**src/rtl/gate_game_pkg.sv**
```systemverilog
// Shared types and helpers for the logic-gate trainer sequencer: state encoding,
// gate index constants and the selector code mapping.
package gate_game_pkg;

    localparam int MAX_GATES = 9;

    typedef enum logic [2:0] {
        IDLE  = 3'd0,
        PICK  = 3'd1,
        PLAY  = 3'd2,
        BLANK = 3'd3,
        DONE  = 3'd4
    } state_e;

    localparam logic [3:0] GATE_AND  = 4'd0;
    localparam logic [3:0] GATE_OR   = 4'd1;
    localparam logic [3:0] GATE_NAND = 4'd2;
    localparam logic [3:0] GATE_NOR  = 4'd3;
    localparam logic [3:0] GATE_XOR  = 4'd4;
    localparam logic [3:0] GATE_XNOR = 4'd5;
    localparam logic [3:0] GATE_SR   = 4'd6;
    localparam logic [3:0] GATE_T    = 4'd7;
    localparam logic [3:0] GATE_D    = 4'd8;

    // The selector treats AND as the all-zero code and every other gate as one-hot.
    function automatic logic [7:0] idx_to_code(input logic [3:0] idx);
        logic [7:0] code;
        if (idx == GATE_AND) begin
            code = 8'd0;
        end else begin
            code = 8'd1 << (idx - 4'd1);
        end
        return code;
    endfunction

endpackage

```
**src/rtl/gate_round_scheduler_if.sv**
```systemverilog
// Player-input and game-status bundle between the key/random front end, the
// round scheduler and the selector/VGA back end.
interface gate_round_scheduler_if;
    logic       switch_pulse;
    logic       confirm_pulse;
    logic [3:0] rand_idx;
    logic [3:0] selected_gate;
    logic [3:0] current_gate;
    logic [7:0] gate_code;
    logic [8:0] completed_gate;
    logic       timer_en;
    logic       vga_blankout;
    logic [7:0] miss_count;
    logic       game_done;

    modport master (
        output switch_pulse, confirm_pulse, rand_idx,
        input  selected_gate, current_gate, gate_code, completed_gate,
        input  timer_en, vga_blankout, miss_count, game_done
    );

    modport slave (
        input  switch_pulse, confirm_pulse, rand_idx,
        output selected_gate, current_gate, gate_code, completed_gate,
        output timer_en, vga_blankout, miss_count, game_done
    );
endinterface

```
**src/rtl/gate_round_scheduler_penalty_timer.sv**
```systemverilog
// Loadable down-counter with a zero flag; counts down to zero and holds there.
module penalty_timer #(
    parameter int WIDTH = 8
) (
    input  logic             clk,
    input  logic             reset,
    input  logic             load_i,
    input  logic [WIDTH-1:0] load_val_i,
    input  logic             dec_i,
    output logic             zero_o
);

    logic [WIDTH-1:0] count_q;
    logic [WIDTH-1:0] count_d;

    // Load has priority over decrement.
    always_comb begin
        count_d = count_q;
        if (load_i) begin
            count_d = load_val_i;
        end else if (dec_i && (count_q != '0)) begin
            count_d = count_q - WIDTH'(1);
        end else begin
            count_d = count_q;
        end
    end

    // Counter register.
    always_ff @(posedge clk) begin
        if (reset) begin
            count_q <= '0;
        end else begin
            count_q <= count_d;
        end
    end

    assign zero_o = (count_q == '0);

endmodule

```
**src/rtl/gate_round_scheduler.sv**
```systemverilog
// Round sequencer for the logic-gate trainer. Optional per-gate time limit is
// enabled by defining GATE_TIMEOUT_EN.
import gate_game_pkg::*;

module gate_round_scheduler #(
    parameter int NUM_GATES      = 9,
    parameter int BLANK_CYCLES   = 25000000,
    parameter int TIMEOUT_CYCLES = 500000000
) (
    input  logic                  clk,
    input  logic                  reset,
    gate_round_scheduler_if.slave bus
);

    localparam int         PEN_W     = (BLANK_CYCLES > 1) ? $clog2(BLANK_CYCLES) : 1;
    localparam logic [PEN_W-1:0] PEN_LOAD = PEN_W'(BLANK_CYCLES - 1);
    localparam logic [3:0] LAST_IDX  = 4'(NUM_GATES - 1);
    localparam logic [8:0] FULL_MASK = 9'((32'd1 << NUM_GATES) - 32'd1);

    state_e     state_q, state_d;
    logic [3:0] ptr_q, ptr_d;
    logic [3:0] sel_q, sel_d;
    logic [3:0] cur_q, cur_d;
    logic [7:0] code_q;
    logic [8:0] mask_q, mask_d;
    logic [7:0] miss_q, miss_d;
    logic       timer_en_q;
    logic       blank_q;
    logic       done_q;

    logic [3:0] ptr_rand_s;
    logic [8:0] new_mask_s;
    logic       pen_load_s;
    logic       pen_dec_s;
    logic       pen_zero_s;
    logic       timeout_s;

    assign ptr_rand_s = 4'({28'd0, bus.rand_idx} % 32'(NUM_GATES));
    assign new_mask_s = mask_q | (9'd1 << cur_q);
    assign pen_dec_s  = (state_q == BLANK);

    penalty_timer #(.WIDTH(PEN_W)) u_penalty (
        .clk        (clk),
        .reset      (reset),
        .load_i     (pen_load_s),
        .load_val_i (PEN_LOAD),
        .dec_i      (pen_dec_s),
        .zero_o     (pen_zero_s)
    );

`ifdef GATE_TIMEOUT_EN
    logic to_load_s;
    logic to_zero_s;

    // Restarts on every entry into PLAY, so the limit applies per attempt.
    assign to_load_s = (state_d == PLAY) && (state_q != PLAY);
    assign timeout_s = to_zero_s && (state_q == PLAY);

    penalty_timer #(.WIDTH(29)) u_timeout (
        .clk        (clk),
        .reset      (reset),
        .load_i     (to_load_s),
        .load_val_i (29'(TIMEOUT_CYCLES - 1)),
        .dec_i      (state_q == PLAY),
        .zero_o     (to_zero_s)
    );
`else
    assign timeout_s = 1'b0;
`endif

    // Next-state and datapath updates; in PLAY confirm beats timeout beats switch.
    always_comb begin
        state_d    = state_q;
        ptr_d      = ptr_q;
        sel_d      = sel_q;
        cur_d      = cur_q;
        mask_d     = mask_q;
        miss_d     = miss_q;
        pen_load_s = 1'b0;
        case (state_q)
            IDLE: begin
                if (bus.confirm_pulse) begin
                    state_d = PICK;
                    ptr_d   = ptr_rand_s;
                    mask_d  = 9'd0;
                    miss_d  = 8'd0;
                end else begin
                    state_d = IDLE;
                end
            end
            PICK: begin
                if (!mask_q[ptr_q]) begin
                    cur_d   = ptr_q;
                    state_d = PLAY;
                end else if (ptr_q == LAST_IDX) begin
                    ptr_d = 4'd0;
                end else begin
                    ptr_d = ptr_q + 4'd1;
                end
            end
            PLAY: begin
                if (bus.confirm_pulse && (sel_q == cur_q)) begin
                    mask_d = new_mask_s;
                    if (new_mask_s == FULL_MASK) begin
                        state_d = DONE;
                    end else begin
                        ptr_d   = ptr_rand_s;
                        state_d = PICK;
                    end
                end else if (bus.confirm_pulse || timeout_s) begin
                    miss_d     = (miss_q == 8'hFF) ? miss_q : miss_q + 8'd1;
                    pen_load_s = 1'b1;
                    state_d    = BLANK;
                end else if (bus.switch_pulse) begin
                    sel_d = (sel_q == LAST_IDX) ? 4'd0 : sel_q + 4'd1;
                end else begin
                    state_d = PLAY;
                end
            end
            BLANK: begin
                if (pen_zero_s) begin
                    state_d = PLAY;
                end else begin
                    state_d = BLANK;
                end
            end
            DONE: begin
                if (bus.confirm_pulse) begin
                    state_d = IDLE;
                end else begin
                    state_d = DONE;
                end
            end
            default: begin
                state_d = IDLE;
            end
        endcase
    end

    // State and registered outputs; status flags follow the next state.
    always_ff @(posedge clk) begin
        if (reset) begin
            state_q    <= IDLE;
            ptr_q      <= 4'd0;
            sel_q      <= 4'd0;
            cur_q      <= 4'd0;
            code_q     <= 8'd0;
            mask_q     <= 9'd0;
            miss_q     <= 8'd0;
            timer_en_q <= 1'b0;
            blank_q    <= 1'b0;
            done_q     <= 1'b0;
        end else begin
            state_q    <= state_d;
            ptr_q      <= ptr_d;
            sel_q      <= sel_d;
            cur_q      <= cur_d;
            code_q     <= idx_to_code(cur_d);
            mask_q     <= mask_d;
            miss_q     <= miss_d;
            timer_en_q <= (state_d == PICK) || (state_d == PLAY) || (state_d == BLANK);
            blank_q    <= (state_d == BLANK);
            done_q     <= (state_d == DONE);
        end
    end

    assign bus.selected_gate  = sel_q;
    assign bus.current_gate   = cur_q;
    assign bus.gate_code      = code_q;
    assign bus.completed_gate = mask_q;
    assign bus.timer_en       = timer_en_q;
    assign bus.vga_blankout   = blank_q;
    assign bus.miss_count     = miss_q;
    assign bus.game_done      = done_q;

endmodule

```
**src/flat_wrapper.sv**
```systemverilog
// flat-port wrapper written by rule: the top's interface ports become plain ports
module gate_round_scheduler_flat 
#(
    parameter int NUM_GATES      = 9,
    parameter int BLANK_CYCLES   = 25000000,
    parameter int TIMEOUT_CYCLES = 500000000
)
  (clk, reset, bus_switch_pulse, bus_confirm_pulse, bus_rand_idx, bus_selected_gate, bus_current_gate, bus_gate_code, bus_completed_gate, bus_timer_en, bus_vga_blankout, bus_miss_count, bus_game_done);
  gate_round_scheduler_if bus_i ();
  input  logic clk;
  input  logic reset;
  input wire logic [$bits(bus_i.switch_pulse)-1:0] bus_switch_pulse;
  input wire logic [$bits(bus_i.confirm_pulse)-1:0] bus_confirm_pulse;
  input wire logic [$bits(bus_i.rand_idx)-1:0] bus_rand_idx;
  output wire logic [$bits(bus_i.selected_gate)-1:0] bus_selected_gate;
  output wire logic [$bits(bus_i.current_gate)-1:0] bus_current_gate;
  output wire logic [$bits(bus_i.gate_code)-1:0] bus_gate_code;
  output wire logic [$bits(bus_i.completed_gate)-1:0] bus_completed_gate;
  output wire logic [$bits(bus_i.timer_en)-1:0] bus_timer_en;
  output wire logic [$bits(bus_i.vga_blankout)-1:0] bus_vga_blankout;
  output wire logic [$bits(bus_i.miss_count)-1:0] bus_miss_count;
  output wire logic [$bits(bus_i.game_done)-1:0] bus_game_done;
  assign bus_i.switch_pulse = bus_switch_pulse;
  assign bus_i.confirm_pulse = bus_confirm_pulse;
  assign bus_i.rand_idx = bus_rand_idx;
  assign bus_selected_gate = bus_i.selected_gate;
  assign bus_current_gate = bus_i.current_gate;
  assign bus_gate_code = bus_i.gate_code;
  assign bus_completed_gate = bus_i.completed_gate;
  assign bus_timer_en = bus_i.timer_en;
  assign bus_vga_blankout = bus_i.vga_blankout;
  assign bus_miss_count = bus_i.miss_count;
  assign bus_game_done = bus_i.game_done;
  gate_round_scheduler #(.NUM_GATES(NUM_GATES), .BLANK_CYCLES(BLANK_CYCLES), .TIMEOUT_CYCLES(TIMEOUT_CYCLES)) u_core (.clk(clk), .reset(reset), .bus(bus_i));
endmodule
```
**config.mk**
```make
export PLATFORM = sky130hd
export DESIGN_NAME = gate_round_scheduler_flat
export DESIGN_NICKNAME = d
export VERILOG_FILES = /design/src/rtl/gate_game_pkg.sv /design/src/rtl/gate_round_scheduler_if.sv /design/src/rtl/gate_round_scheduler_penalty_timer.sv /design/src/rtl/gate_round_scheduler.sv /design/src/flat_wrapper.sv
export SDC_FILE = /design/constraint.sdc
export NUM_CORES = 1
export LEC_CHECK = 0
export BUFFER_PORTS_ARGS = -buffer_cell sky130_fd_sc_hd__clkbuf_2
export CAP_MARGIN = 40
export CORE_MARGIN = 2
export CORE_UTILIZATION = 30
export CTS_BUF_LIST = sky130_fd_sc_hd__clkbuf_8
export DETAILED_ROUTE_END_ITERATION = 8
export PLACE_DENSITY = 0.52
export SETUP_SLACK_MARGIN = 0.02
export SYNTH_ARGS = -nofsm -noshare
export SYNTH_HDL_FRONTEND = slang
export SYNTH_SLANG_ARGS = --single-unit
```
**constraint.sdc**
```tcl
create_clock -name clk -period 1.8 [get_ports clk]
set_input_delay 0.27 -clock clk [delete_from_list [all_inputs] [get_ports clk]]
set_output_delay 0.27 -clock clk [all_outputs]
set_load 0.02 [all_outputs]
```
; Word level (Yosys, flattened, before mapping)
; Index checks and enable logic that the tools add are counted.
[totals]
in_bits = 8
wordCells = 94
out_inout_bits = 36
register_bits = 68
[classes]
muxes = 33
n_lt_le_gt_ge = 1
n_addsub = 5
n_shift = 2
bitwise_logic = 3
reduce_logical = 17
n_eq_ne = 20
n_div = 1
[ops]
columns = operator, count
row1 = 25-bit two-way mux, 2
row2 = "4-bit by 4-bit modulo with 32-bit output, second input constant", 1
row3 = 4-bit two-way mux, 8
row4 = 8-bit two-way mux, 4
row5 = 25-bit logical NOT, 1
row6 = 25-bit nonzero test, 1
row7 = "25-bit by 1-bit subtractor with 25-bit output, second input constant", 1
row8 = 3-bit two-way mux, 6
row9 = 9-bit two-way mux, 2
row10 = 9-bit case mux with 2 select lines, 1
row11 = 8-bit case mux with 2 select lines, 1
row12 = 3-bit case mux with 5 select lines, 1
row13 = "3-bit by 2-bit equality test with 1-bit output, second input constant", 4
row14 = 4-bit case mux with 3 select lines, 1
row15 = "2-bit inequality test, second input constant", 5
row16 = 5-bit AND reduction, 2
row17 = "9-bit equality test, second input constant", 1
row18 = 9-bit OR, 1
row19 = "1-bit by 4-bit left shift with 9-bit output, first input constant", 1
row20 = "4-bit by 1-bit adder with 4-bit output, second input constant", 2
row21 = "8-bit by 1-bit adder with 8-bit output, second input constant", 1
row22 = "4-bit equality test, second input constant", 2
row23 = "8-bit equality test, second input constant", 1
row24 = "1-bit by 4-bit left shift with 8-bit output, first input constant", 1
row25 = 18 further kinds, 31

; Logic depth before layout (Yosys ltp)
[depth]
word_depth = 9
mapped_depth = 9
mapped_depth_nobuf = 8

; Cells and area by module
; A second synthesis with hierarchy kept.
[hier_totals]
hier_cells = 484
hier_area_um2 = 3912.5
[by_module_without_submodules]
columns = mod, cells_each, n_inst, seq_area_each_um2, area_per_inst_um2
row1 = gate_round_scheduler, 293, 1, 860.8, 2387.3
row2 = penalty_timer, 191, 1, 500.5, 1525.2

; Worst setup path after synthesis
; No wires, ideal clock.
[synth_path]
path_kind = register to register
from = reg u_core.cur_q[3] (netlist: u_core.bus.current_gate[3])
to = reg u_core.timer_en_q (netlist: u_core.bus.timer_en)
path_buffers = 1
t_arrival_ns = 1.873
required_ns = 1.661
path_stages_with_launch = 8
setup_ns = 0.139
path_slack_ns = -0.212
synth_period_minus_slack_ns = 2.012
cell_sequence = dfxtp_1 > buf_4 > nor4b_1 > o21ai_0 > a221oi_2 > nand3_1 > a31oi_1 > a41oi_1
[synth_between]
elab_chain_len = 9
word_cells_on_any_way = 13
classes_between = eq/ne: 5 / shift: 1 / mux: 3 / bitwise: 1 / reduce/logical: 3
[synth_lines]
columns = item, line
row1 = start: declaration, gate_round_scheduler.sv:23  ; logic [3:0] cur_q, cur_d;
row2 = start signal: assignment, gate_round_scheduler.sv:157  ; cur_q <= cur_d;
row3 = 1-bit by 4-bit left shift with 9-bit output, gate_round_scheduler.sv:39  ; assign new_mask_s = mask_q | (9'd1 << cur_q);
row4 = 9-bit OR, gate_round_scheduler.sv:39
row5 = 9-bit equality test, gate_round_scheduler.sv:104  ; if (new_mask_s == FULL_MASK) begin
row6 = 3-bit two-way mux, gate_round_scheduler.sv:104
row7 = 3-bit two-way mux *, gate_round_scheduler.sv:102  ; if (bus.confirm_pulse && (sel_q == cur_q)) begin
row8 = 3-bit case mux with 5 select lines *, gate_round_scheduler.sv:80  ; case (state_q)
row9 = 3-bit by 1-bit equality test with 1-bit output or 3-bit by 2-bit equality test with 1-bit output (tied branches), gate_round_scheduler.sv:161  ; timer_en_q <= (state_d == PICK) || (state_d == PLAY) || (state_d == BLANK);
row10 = 1-bit logical OR, gate_round_scheduler.sv:161
row11 = 1-bit logical OR *, gate_round_scheduler.sv:161
row12 = end signal: assignment, gate_round_scheduler.sv:161
row13 = end: declaration, gate_round_scheduler.sv:27  ; logic timer_en_q;
; Every way passes the cells marked *; elsewhere a longest branch is shown, timed or not.
; A chain may end at the register's enable or synchronous reset.

; Worst setup path in the final report
[layout_path]
from = reg u_core.u_penalty.count_q[1]
to = reg u_core.u_penalty.count_q[3]
[layout_between]
elab_chain_len = 3
word_cells_on_any_way = 6
classes_between = add/sub: 1 / mux: 2 / reduce/logical: 3
[layout_lines]
columns = item, line
row1 = start: declaration, gate_round_scheduler_penalty_timer.sv:13  ; logic [WIDTH-1:0] count_q;
row2 = start signal: assignment, gate_round_scheduler_penalty_timer.sv:33  ; count_q <= count_d;
row3 = 25-bit by 1-bit subtractor with 25-bit output or 25-bit nonzero test (tied branches), "gate_round_scheduler_penalty_timer.sv:22, gate_round_scheduler_penalty_timer.sv:21"
row4 = 25-bit two-way mux or 1-bit logical AND (tied branches), gate_round_scheduler_penalty_timer.sv:21  ; end else if (dec_i && (count_q != '0)) begin
row5 = 25-bit two-way mux or 2-bit nonzero test (tied branches), --
; Several ways; a longest one is shown, not always the timed one. The select of a mux whose other input is x is not followed.

==> flow_metrics.env <==
export IMPL_maxSlewViolCount=0
export IMPL_hp_class="in -> reg"
export IMPL_slowest_delay_ps=380
export IMPL_cp_start_kind="register"
export IMPL_path_buf_inv=4
export IMPL_fin_crit_ps=1950
export IMPL_whs_ps=299
export IMPL_tightest_slew_ps=390
export IMPL_overflow=0
export IMPL_synth_main_ff_cell="dfxtp_1"
export IMPL_design_area_um2=5720
export IMPL_start_util_pct=30.5
export IMPL_ctsHoldBuffers=0
export IMPL_die_area_um2=13000
export IMPL_cts_tree="done"
export IMPL_antenna_found_initial=0
export IMPL_synth_seq_area_share_pct=37.5
export IMPL_violations="setup timing"
export IMPL_crit_required_ps=2020
export IMPL_placed_area_um2=4820
export IMPL_drtIter0Drc=135
export IMPL_fin_ws_ps=-147
export IMPL_timing_critical_path_mode_cell="buf_6"
export IMPL_post_route_period_util_pct=108
export IMPL_fin_skew_ps=7.14
export IMPL_critPathMaxFanout=7
export IMPL_first_pass_iters=4
export IMPL_wire_per_inst_um=15.2
export IMPL_grt_start_max_net_pins=17
export IMPL_grt_pass1_vias=3727
export IMPL_num_vias=3762
export IMPL_gp_congestion=0.881
export IMPL_portBuffers=43
export IMPL_max_vdd_ir_drop_v=0.000440
export IMPL_clk_latency_ps=350
export IMPL_dp_hpwl_um=7940
export IMPL_drcViolationCount=0
export IMPL_clk_path_buf_depth=2
export IMPL_drtAntennaViolNets=0
export IMPL_synth_area_per_cell_um2=8.38
export IMPL_fmax_mhz=514
export IMPL_nets=600
export IMPL_path_class="reg -> reg"
export IMPL_fp_dieW_um=114
export IMPL_p_leak_nw=2.30
export IMPL_instances_no_fill=734
export IMPL_wl_um=11200
export IMPL_grt_pass1_wl_um=18200
export IMPL_crit_family="compound AO/OA/AOI/OAI gates"
export IMPL_synth_edff_count=0
export IMPL_grt_usage_pct=17.4
export IMPL_cts_max_level=3
export IMPL_setup_violations=30
export IMPL_critPathArrivalTime_ps=2170
export IMPL_syn_to_final_growth_pct=57.5
export IMPL_ys_warnings_count=0
export IMPL_final_layout_size_suffix_gt1_share_pct=50.1
export IMPL_endpoint_kind="register"
export IMPL_rsz0062_at_grt="yes"
export IMPL_numCtsBuffers=9
export IMPL_synthArstFlopShare_pct=0
export IMPL_slowest_stage="dfxtp_4"
export IMPL_core_um2=11900
export IMPL_vias_per_cell=5.13
export IMPL_num_antenna_cells=0
export IMPL_path_clk_slew_ps=70
export IMPL_finalHoldViolations=0
export IMPL_total_power_mw=7.42
export IMPL_synth_area_um2=3630
export IMPL_die_h_um=114
export IMPL_outcome="finished with violations"
export IMPL_cts_sinks=68
export IMPL_synth_cell_types=64
export IMPL_max_cap_viol_count=0
export IMPL_p_per_area_nw_per_um2=1300
export IMPL_fin_tns_setup_ps=-1810
export IMPL_cts_root_buf="clkbuf_8"
export IMPL_io_pins=44
export IMPL_synth_fp_nets=449
export IMPL_path_cells="inv_4 -> ha_4 -> nor3b_4 -> nand4b_1 -> o21ai_2 -> buf_6 -> buf_4 -> buf_6 -> o41ai_1 -> a31oi_1"
export IMPL_placementRows=40
export IMPL_place_inst=703
export IMPL_synth_seq_cells=68
export IMPL_relSlewSlack_pct=73.7
export IMPL_synthCells=433
[worst paths after layout]
path | cells after the start | from | slack (ps) | end
hold reg to reg | 2 | u_core.u_penalty.count_q[24]$_SDFFE_PP0P_ | 470 | u_core.u_penalty.count_q[24]$_SDFFE_PP0P_
hold / removal | 2 | reset | 300 | u_core.state_q[0]$_SDFF_PP0_
setup reg to reg | 10 | u_core.u_penalty.count_q[1]$_SDFFE_PP0P_ | -150 | u_core.u_penalty.count_q[3]$_SDFFE_PP0P_
setup / recovery | 10 | u_core.u_penalty.count_q[1]$_SDFFE_PP0P_ | -150 | u_core.u_penalty.count_q[3]$_SDFFE_PP0P_
[layout by cell type (no fill, tap or decap), types with 4 or more instances in the layout]
cell type  netlist  final
or3_1            8      5
nor2_2           0      4
xnor2_1         18     13
nand2_1         23     20
dfxtp_1         68     56
a31oi_1         11      8
nor4_4           1      4
and2_1           5      4
clkbuf_2         0     43
nor3_4           0      5
xor2_1          13     12
buf_4            1    105
dfxtp_2          0      5
o21ai_0         15      6
ha_1             8      7
o21ai_2          0      7
nand3_2          0      4
nor3_1          27     11
mux2i_1          6      5
a21oi_1         35     28
dfxtp_4          0      7
nand2_2          2      4
nand3_1         15      8
nand4_1          8      8
inv_1           18     15
nor2b_1         10      7
o21ai_1          2      4
clkbuf_8         0     11
buf_6            1     11
nor2_1          47     42
nor3_2           0     11
xnor2_2          0      5
a21oi_2          0      5
[sequential cells by signal, indices dropped and copies added (netlist names)]
register and flops:
u_core.u_penalty.count_q 25, u_core.bus.completed_gate 9, u_core.bus.gate_code 8, u_core.bus.miss_count 8, u_core.bus.current_gate 4, u_core.bus.selected_gate 4, u_core.ptr_q 4, u_core.state_q 3
u_core.bus.game_done 1, u_core.bus.timer_en 1, u_core.bus.vga_blankout 1
[timing repair]
| action | CTS | global route |
|---|---|---|
| endpoints found under the setup margin | 49 | 60 |
| buffers inserted | 11 | 9 |
| pin swaps | 27 | 44 |
| gates resized for setup | 50 | 78 |
[stage by stage]
step	util (%)	setup WS [ps]
2_1_floorplan	-	-13.2
3_3_place_gp	40.5	-153
3_5_place_dp	40.5	-178
4_1_cts	44.6	-105
5_1_grt	48.0	-234
6_report	48.0	-147
[where the power goes]
| group | leakage, nW | internal (mW) | switching, mW | total [mW] |
|---|---|---|---|---|
| clock | 0.102 | 0.693 | 0.579 | 1.27 |
| combinational | 1.63 | 1.98 | 2.16 | 4.15 |
| sequential | 0.558 | 1.74 | 0.261 | 2.00 |
| total | 2.30 | 4.41 | 3.01 | 7.42 |
[cell usage after synthesis (all sizes together), types with 5 or more instances]
library cell | n | area, um^2
a21oi | 35 | 175
a31oi | 12 | 81.3
and2 | 5 | 31.3
buf | 12 | 68.8
clkbuf | 9 | 33.8
dfxtp | 68 | 1360
ha | 8 | 100
inv | 18 | 67.6
mux2i | 6 | 60.1
nand2 | 25 | 98.8
nand3 | 15 | 75.1
nand4 | 8 | 50.1
nor2 | 47 | 176
nor2b | 10 | 62.6
nor3 | 27 | 135
nor4 | 8 | 77.6
o21ai | 17 | 85.1
or3 | 9 | 57.6
xnor2 | 18 | 158
xor2 | 13 | 114
[cells by family (layout without fill, tap and decap cells)]
family	count (synthesis)	after routing	share of synthesized area (%)
and+or+nand+nor	183	183	27.9
AOI/OAI and AO/OA	97	97	17.7
DFF	68	68	37.5
buffers and inverters	39	193	4.69
xor gates and xnor gates	31	31	7.48
adders and majority gates	8	8	2.76
muxes	7	7	1.96
[per-layer routing]
layer	wire length, um	GRT usage, %	share of wire [%]
met2	5260	27.4	47
met3	464	3.29	4.1
met4	215	7.48	1.9
met1	5250	23.3	47
met5	0	0	0
[final cells by class]
class                      count  area, um^2
timing repair buffer         161        1150
clock inverter                 3        38.8
sequential                    68        1390
clock buffer                  11         151
tap                          147         184
multi-input combinational    326        2720
inverter                      18        76.3
fill                        1129        6200
Power figures use the tool's default switching activity.
